[src/rtl/ctrl_pkg.sv]
// Shared definitions for the control sequencer: opcodes, FSM states,
// ALU op codes (also used by the ALU block) and decoded-instruction record.
package ctrl_pkg;

  localparam int PC_W_DEF = 4;

  localparam logic [3:0] OP_NOP = 4'h0;
  localparam logic [3:0] OP_MOV = 4'h1;
  localparam logic [3:0] OP_ADD = 4'h2;
  localparam logic [3:0] OP_SUB = 4'h3;
  localparam logic [3:0] OP_AND = 4'h4;
  localparam logic [3:0] OP_OR  = 4'h5;
  localparam logic [3:0] OP_LDS = 4'h6;
  localparam logic [3:0] OP_JMP = 4'h7;
  localparam logic [3:0] OP_HLT = 4'hF;

  localparam logic [1:0] ALU_ADD = 2'b00;
  localparam logic [1:0] ALU_SUB = 2'b01;
  localparam logic [1:0] ALU_AND = 2'b10;
  localparam logic [1:0] ALU_OR  = 2'b11;

  typedef enum logic [2:0] {
    ST_FETCH, ST_DECODE, ST_READ_A, ST_READ_B, ST_WRITE, ST_HALT
  } state_e;

  typedef enum logic [2:0] {
    CL_NOP, CL_MOV, CL_ALU, CL_LDS, CL_JMP, CL_HLT, CL_ILL
  } class_e;

  typedef struct packed {
    class_e     cls;
    logic [1:0] rd;
    logic [1:0] rs;
    logic [1:0] alu_op;
    logic       illegal;
  } dec_t;

endpackage

[src/rtl/ctrl_decode.sv]
// Combinational instruction decoder: ir -> {class, rd, rs, alu_op, illegal}.
// MOV/ALU targeting r3 are illegal because r3's input is the data switch.
module ctrl_decode
  import ctrl_pkg::*;
(
  input  logic [7:0] i_ir,
  output dec_t       o_dec
);

  logic [3:0] w_op;
  logic       w_rd3;

  assign w_op  = i_ir[7:4];
  assign w_rd3 = (i_ir[3:2] == 2'd3);

  // Classify opcode and extract fields
  always_comb begin
    o_dec        = '0;
    o_dec.rd     = i_ir[3:2];
    o_dec.rs     = i_ir[1:0];
    // op-2 for ADD..OR, which only depends on the low opcode bits
    o_dec.alu_op = i_ir[5:4] - 2'd2;
    case (w_op)
      OP_NOP:                      o_dec.cls = CL_NOP;
      OP_MOV:                      o_dec.cls = w_rd3 ? CL_ILL : CL_MOV;
      OP_ADD, OP_SUB, OP_AND, OP_OR: o_dec.cls = w_rd3 ? CL_ILL : CL_ALU;
      OP_LDS:                      o_dec.cls = CL_LDS;
      OP_JMP:                      o_dec.cls = CL_JMP;
      OP_HLT:                      o_dec.cls = CL_HLT;
      default:                     o_dec.cls = CL_ILL;
    endcase
    o_dec.illegal = (o_dec.cls == CL_ILL);
  end

endmodule

[src/rtl/ctrl_seq.sv]
// Fetch/decode/execute sequencer for the 8-bit core. Owns the FSM, pc and ir;
// drives register-file write enables, read select and ALU controls.
// Optional feature: define SINGLE_STEP_EN to add a 'step' input that gates
// FETCH so each rising edge of step retires exactly one instruction.
module ctrl_seq
  import ctrl_pkg::*;
#(
  parameter int PC_W = PC_W_DEF
) (
  input  logic            clk,
  input  logic            rst_n,
  input  logic [7:0]      instr,
`ifdef SINGLE_STEP_EN
  input  logic            step,
`endif
  output logic [PC_W-1:0] pc,
  output logic            ce0,
  output logic            ce1,
  output logic            ce2,
  output logic            ce3,
  output logic [1:0]      addr,
  output logic            alu_a_ld,
  output logic [1:0]      alu_op,
  output logic            wb_mov,
  output logic            halted,
  output logic            illegal
);

  state_e          r_state;
  logic [7:0]      r_ir;
  logic [PC_W-1:0] r_pc;
  logic [1:0]      r_alu_op;
  logic            r_wb_mov;
  logic            r_halted;
  logic            r_illegal;

  dec_t            w_dec;     // decode of the latched instruction
  dec_t            w_dec_in;  // decode of the ROM word, used only for the early illegal flag
  logic            w_go;
  logic [PC_W-1:0] w_pc_inc;
  logic [PC_W-1:0] w_imm;
  logic [3:0]      w_ce;
  logic [1:0]      w_addr;
  logic            w_ald;

  ctrl_decode u_dec_ir (.i_ir(r_ir),  .o_dec(w_dec));
  ctrl_decode u_dec_in (.i_ir(instr), .o_dec(w_dec_in));

  assign w_pc_inc = r_pc + PC_W'(1);
  assign w_imm    = PC_W'(r_ir[3:0]);

`ifdef SINGLE_STEP_EN
  logic r_step_q;
  logic r_step_pend;
  logic w_step_rise;

  assign w_step_rise = step & ~r_step_q;
  assign w_go        = r_step_pend | w_step_rise;

  // Step edge detect; a rise seen outside FETCH is held until FETCH consumes it
  always_ff @(posedge clk or negedge rst_n) begin
    if (!rst_n) begin
      r_step_q    <= 1'b0;
      r_step_pend <= 1'b0;
    end else begin
      r_step_q <= step;
      if (r_state == ST_FETCH && w_go) r_step_pend <= 1'b0;
      else if (w_step_rise)            r_step_pend <= 1'b1;
    end
  end
`else
  assign w_go = 1'b1;
`endif

  // Main FSM with pc, ir and registered controls
  always_ff @(posedge clk or negedge rst_n) begin
    if (!rst_n) begin
      r_state   <= ST_FETCH;
      r_ir      <= '0;
      r_pc      <= '0;
      r_alu_op  <= ALU_ADD;
      r_wb_mov  <= 1'b0;
      r_halted  <= 1'b0;
      r_illegal <= 1'b0;
    end else begin
      r_illegal <= 1'b0;
      case (r_state)
        ST_FETCH: if (w_go) begin
          r_ir      <= instr;
          // registered from the ROM word so the pulse lines up with DECODE
          r_illegal <= w_dec_in.illegal;
          r_state   <= ST_DECODE;
        end
        ST_DECODE: begin
          case (w_dec.cls)
            CL_NOP, CL_ILL: begin r_pc <= w_pc_inc; r_state <= ST_FETCH; end
            CL_JMP:         begin r_pc <= w_imm;    r_state <= ST_FETCH; end
            CL_HLT:         begin r_halted <= 1'b1; r_state <= ST_HALT;  end
            CL_LDS:         r_state <= ST_WRITE;
            CL_MOV:         begin r_wb_mov <= 1'b1; r_state <= ST_READ_B; end
            CL_ALU:         r_state <= ST_READ_A;
            default:        r_state <= ST_FETCH;
          endcase
        end
        ST_READ_A: begin
          // loaded on entry to READ_B and held through WRITE
          r_alu_op <= w_dec.alu_op;
          r_wb_mov <= 1'b0;
          r_state  <= ST_READ_B;
        end
        ST_READ_B: r_state <= ST_WRITE;
        ST_WRITE: begin
          r_pc    <= w_pc_inc;
          r_state <= ST_FETCH;
        end
        ST_HALT:  r_state <= ST_HALT;
        default:  r_state <= ST_FETCH;
      endcase
    end
  end

  // Moore decode of register-file controls from state and ir
  always_comb begin
    w_ce   = '0;
    w_addr = '0;
    w_ald  = 1'b0;
    case (r_state)
      ST_READ_A: begin
        w_addr = w_dec.rd;
        w_ald  = 1'b1;
      end
      ST_READ_B: w_addr = w_dec.rs;
      ST_WRITE: begin
        if (w_dec.cls == CL_LDS) begin
          w_ce[3] = 1'b1;
        end else begin
          w_addr          = w_dec.rs;
          w_ce[w_dec.rd]  = 1'b1;
        end
      end
      default: ;
    endcase
  end

  assign pc       = r_pc;
  assign {ce3, ce2, ce1, ce0} = w_ce;
  assign addr     = w_addr;
  assign alu_a_ld = w_ald;
  assign alu_op   = r_alu_op;
  assign wb_mov   = r_wb_mov;
  assign halted   = r_halted;
  assign illegal  = r_illegal;

endmodule

[config.mk]
export PLATFORM = sky130hd
export DESIGN_NAME = ctrl_seq
export DESIGN_NICKNAME = d
export VERILOG_FILES = /design/src/rtl/ctrl_pkg.sv /design/src/rtl/ctrl_decode.sv /design/src/rtl/ctrl_seq.sv
export SDC_FILE = /design/constraint.sdc
export NUM_CORES = 1
export LEC_CHECK = 0
export ABC_AREA = 1
export BUFFER_PORTS_ARGS = -buffer_cell sky130_fd_sc_hd__clkbuf_2
export CAP_MARGIN = 20
export CORE_MARGIN = 2
export CORE_UTILIZATION = 48
export DETAILED_ROUTE_END_ITERATION = 10
export MAX_ROUTING_LAYER = met4
export PLACE_DENSITY = 0.72
export SYNTH_ARGS = -nofsm -noshare
export SYNTH_HDL_FRONTEND = slang
export SYNTH_SLANG_ARGS = --single-unit
[constraint.sdc]
create_clock -name clk -period 3.9 [get_ports clk]
set_input_delay 0.78 -clock clk [delete_from_list [all_inputs] [get_ports clk]]
set_output_delay 0.78 -clock clk [all_outputs]
set_load 0.03 [all_outputs]
### Word level (Yosys, flattened, before mapping)

Cells that the tools add are included.

* bits in registers: 20
* latch bits: 0
* bits in writable memories: 0
* bits in read-only memories: 0
* output and inout port bits: 16
* memories: 0

* add/sub/neg operators: 2
* multiply operators: 0
* divide/modulo/power cells: 0
* order comparisons: 2
* equal/unequal tests: 32
* shift-type cells: 0
* multiplexer cells: 21
* bitwise logic cells: 0
* reduce and logical (&&, ||, !) cells: 13

Operator list (count)
* $pmux W3 S6: 2
* $eq A4 B3 Y1 const B: 8
* $eq A3 B3 Y1 const B: 6
* $eq A4 B2 Y1 const B: 4
* $pmux W4 S2: 2
* $mux W3: 5
* $pmux W3 S5: 1
* $eq A3 B2 Y1 const B: 4
* $pmux W3 S4: 1
* $eq A4 B1 Y1 const B: 2
* $eq A4 B4 Y1 const B: 2
* $logic_not A4 Y1: 2
* $reduce_or A4 Y1: 2
* $eq A3 B1 Y1 const B: 2
* $logic_not A3 Y1: 2
* $pmux W2 S3: 1
* $reduce_and A2 Y1: 3
* $mux W1: 5
* $add A4 B1 Y4 const B: 1
* $eq A2 B2 Y1 const B: 2
* $mux W4: 1
* $reduce_bool A2 Y1: 2
* $lt A2 B3 Y1 const B: 1
* $ne A3 B1 Y1 const B: 1
* other kinds (8): 8

### Longest topological paths before layout

* depth in word-level cells: 7
* depth in mapped cells: 11
* depth with buffers taken out: 10

### Modules after synthesis

A second synthesis with hierarchy kept.

* cells, all modules: 201
* area, all modules: 1426.4 sq um

Modules (own cells, without submodules)
* ctrl_seq: instances 1, cells an instance 117, area an instance 1036.0 sq um, sequential area each 500.5 sq um
* ctrl_decode: instances 2, cells an instance 42, area an instance 195.2 sq um, sequential area each 0.0 sq um

### Least setup slack after synthesis

Ideal clock, no wire load.

* kind: flip-flop to output port
* start point: register r_state[2]
* end point: output port addr[0]
* data arrival time: 1.779 ns
* required time: 3.120 ns
* path slack: 1.341 ns
* stages on the path, launching flop included: 6
* cell sequence: dfrtp_1 nor2_1 inv_1 nor2_1 inv_1 o22ai_1

* longest elaborated chain between the ends: 2
* elaborated cells between the ends (all ways): 4
* those cells by class: eq/ne: 3; mux: 1

Ends and longest elaborated chain
* start, declared: RTL line ctrl_seq.sv:29 `state_e r_state;`
* start signal, assigned: RTL line ctrl_seq.sv:78 `r_state <= ST_FETCH;`
* start signal, assigned: RTL line ctrl_seq.sv:92 `r_state <= ST_DECODE;`
* start signal, assigned: RTL line ctrl_seq.sv:96 `CL_NOP, CL_ILL: begin r_pc <= w_pc_inc; r_state <= ST_FETCH; end`
* $eq A3 B3 Y1 or $eq A3 B2 Y1 (tied branches): RTL line ctrl_seq.sv:127 `case (r_state)`
* $pmux W2 S3 *: RTL line ctrl_seq.sv:127
* end, declared: RTL line ctrl_seq.sv:21 `output logic [1:0] addr,`

Every way passes the cells marked *; elsewhere a longest branch is shown, timed or not.

### Worst setup path in the final report

* start point: register r_state[1]
* end point: output port addr[0]

The elaborated chain is that of the path after synthesis.

==> impl_metrics.tcl <==
set metrics [dict create \
    cp-startpoint "r_state[1]" \
    fmax_mhz 356 \
    std_cell_rows 18 \
    coreArea_sq_um 2430 \
    min_period_ps 2810 \
    clk_pin_slew_worst_paths_ps 110 \
    crit_path_max_fanout 12 \
    numPlacedInstances 215 \
    ir_drop_v 0.000493 \
    initial_utilization 0.496 \
    min_path_type "input pin to asynchronous set/reset pin" \
    post_drt_wl_per_cell_um 11.6 \
    cts_root_buf "clkbuf_4" \
    async_reset_ff_frac 1.00 \
    post-route-period-util 0.719 \
    start_kind "flip-flop" \
    ctsHtreeMaxLevel 1 \
    synth_ff_type "dfrtp_1" \
    required_ps 3120 \
    rsz0062_at_grt "no" \
    skew_ps 8.53 \
    grt_max_degree 21 \
    clk_latency_ps 300 \
    avgSynthCellArea_sq_um 7.40 \
    grt_pass1_vias 957 \
    setup_viol 0 \
    share_comb_of_total_power 0.595 \
    drtIter0Drc 28 \
    power.density_nw_per_um2 924 \
    cts_resized 0 \
    drc 0 \
    clkSinkCount 20 \
    power.switching_mw 0.679 \
    nets 201 \
    setup_tns_ps 0 \
    cts_buffers 3 \
    ys_warn_count 0 \
    clockPowerShare 0.078 \
    r2r_end "pc[3]" \
    vias 1107 \
    grt_pass1_wl_um 4250 \
    totalWireLength_um 2520 \
    ys_ff_latch 20 \
    final_cells 218 \
    final_area_sq_um 1360 \
    relSlewSlack 0.669 \
    synth_cells 163 \
    final_common_cell "nand2_1" \
    grt_use_total 0.205 \
    antenna_cells 0 \
    vias_per_cell 5.08 \
    worst_pin_slew_ps 497 \
    drt.antenna.violating_nets 0 \
    dp_hpwl_um 2000 \
    final_core_util 0.559 \
    crit_arrival_ps 2030 \
    ys_types 27 \
    grt_overflow 0 \
    dp_slack_ps 1480 \
    endpoint_kind "primary output" \
    reg2reg_setup_slack_ps 2480 \
    synth-edff-count 0 \
    p_int_mw 0.578 \
    cts_tree "built" \
    drv_slew 0 \
    netlist_area_sq_um 1210 \
    first_pass_iters 4 \
    reg2reg_depth 9 \
    final.setup.worst_slack_ps 1090 \
    clockBufferDepth 2 \
    grt_antenna_before_repair 0 \
    hold_viol 0 \
    outcome "completed" \
    ys_seq_area_frac 0.415 \
    layout_common_cells "50 x nand2_1, 25 x clkbuf_2, 22 x inv_1, 20 x dfrtp_1, 13 x nor2_1" \
    io_pins 26 \
    hold_buffers 0 \
    die_h_um 54.1 \
    drive_gt1_frac 0.213 \
    worstReg2RegStart "r_ir[5]" \
    die-area_sq_um 2930 \
    max_cap_violations 0 \
    cts_setup_buffers 0 \
    port_buffers 25 \
    gp_congestion 0.850 \
    die_x_um 54.1 \
    p_total_mw 1.26 \
    hold_slack_ps 416 \
    syn_nets 174 \
    leakage_nw 0.773 \
    critPathKind "flip-flop to primary output" \
    p_sw_frac 0.540 \
    pwr-share-seq 0.327 \
    placed_cell_area_sq_um 1340 \
    area_delta_synth_final_pct 12.8 \
]
==> how the worst max path moves through the flow <==
stage / end
after floorplan: addr[0]
after global placement: addr[0]
after detailed placement: addr[0]
after CTS: addr[0]
after global routing: addr[0]
final: addr[0]
==> registers in the layout, indices dropped and copies added, names as in the netlist <==
name	flops
alu_op	2
halted	1
illegal	1
pc	4
r_ir	8
r_state	3
wb_mov	1
==> layout make-up <==
class / count / area (sq um)
clock buffer: 3 / 22.5
fill: 251 / 1070
inverter: 24 / 90.1
multi-input combinational: 116 / 584
sequential: 20 / 500
tap: 30 / 37.5
timing repair buffer: 25 / 125
==> cell families after synthesis <==
kind of cell               synth area share
AOI/OAI and AO/OA                     0.109
xor gates and xnor gates             0.0145
adders and majority gates            0.0104
buffers and inverters                 0.101
DFF                                   0.415
and+or+nand+nor                       0.351
==> metal layers <==
metal / global-route usage / share of wire / vias to the layer above
li1: - / - / 568
met1: 0.284 / 0.47 / 505
met2: 0.311 / 0.47 / 32
met3: 0.0333 / 0.050 / 2
met4: 0.0500 / 0.0048 / 0
met5: - / 0 / -
==> worst max-delay path, stage by stage, from the launching register on <==
cell,delay [ps]
dfrtp_1,420
inv_1,100
nand3_1,340
inv_1,240
nand2_1,130
o21a_1,150
o22ai_1,110
clkbuf_2,230
==> cell usage after synthesis (2+ instances only) <==
| master | count | share of area |
|---|---|---|
| a21oi_1 | 6 | 0.025 |
| a31oi_1 | 2 | 0.010 |
| clkbuf_8 | 2 | 0.023 |
| dfrtp_1 | 20 | 0.41 |
| inv_1 | 22 | 0.068 |
| inv_2 | 2 | 0.0062 |
| nand2_1 | 50 | 0.16 |
| nand2_4 | 2 | 0.019 |
| nand3_1 | 11 | 0.046 |
| nand3_2 | 3 | 0.025 |
| nand4_1 | 2 | 0.010 |
| nor2_1 | 13 | 0.040 |
| nor2_2 | 2 | 0.010 |
| nor3_1 | 4 | 0.017 |
| o21ai_0 | 6 | 0.025 |
| o21ai_1 | 3 | 0.012 |
| o22ai_1 | 2 | 0.010 |
| xor2_1 | 2 | 0.015 |
==> power groups by stage <==
stage / combinational, mW / clock [mW] / sequential [mW]
after CTS: 0.754 / 0.0985 / 0.409
after global routing: 0.844 / 0.109 / 0.428
after detailed placement: 0.752 / 0 / 0.413
after floorplan: 0.543 / 0 / 0.465
final: 0.747 / 0.0985 / 0.411
after global placement: 0.730 / 0 / 0.408
No activity file was read; power rests on OpenSTA's default activity.
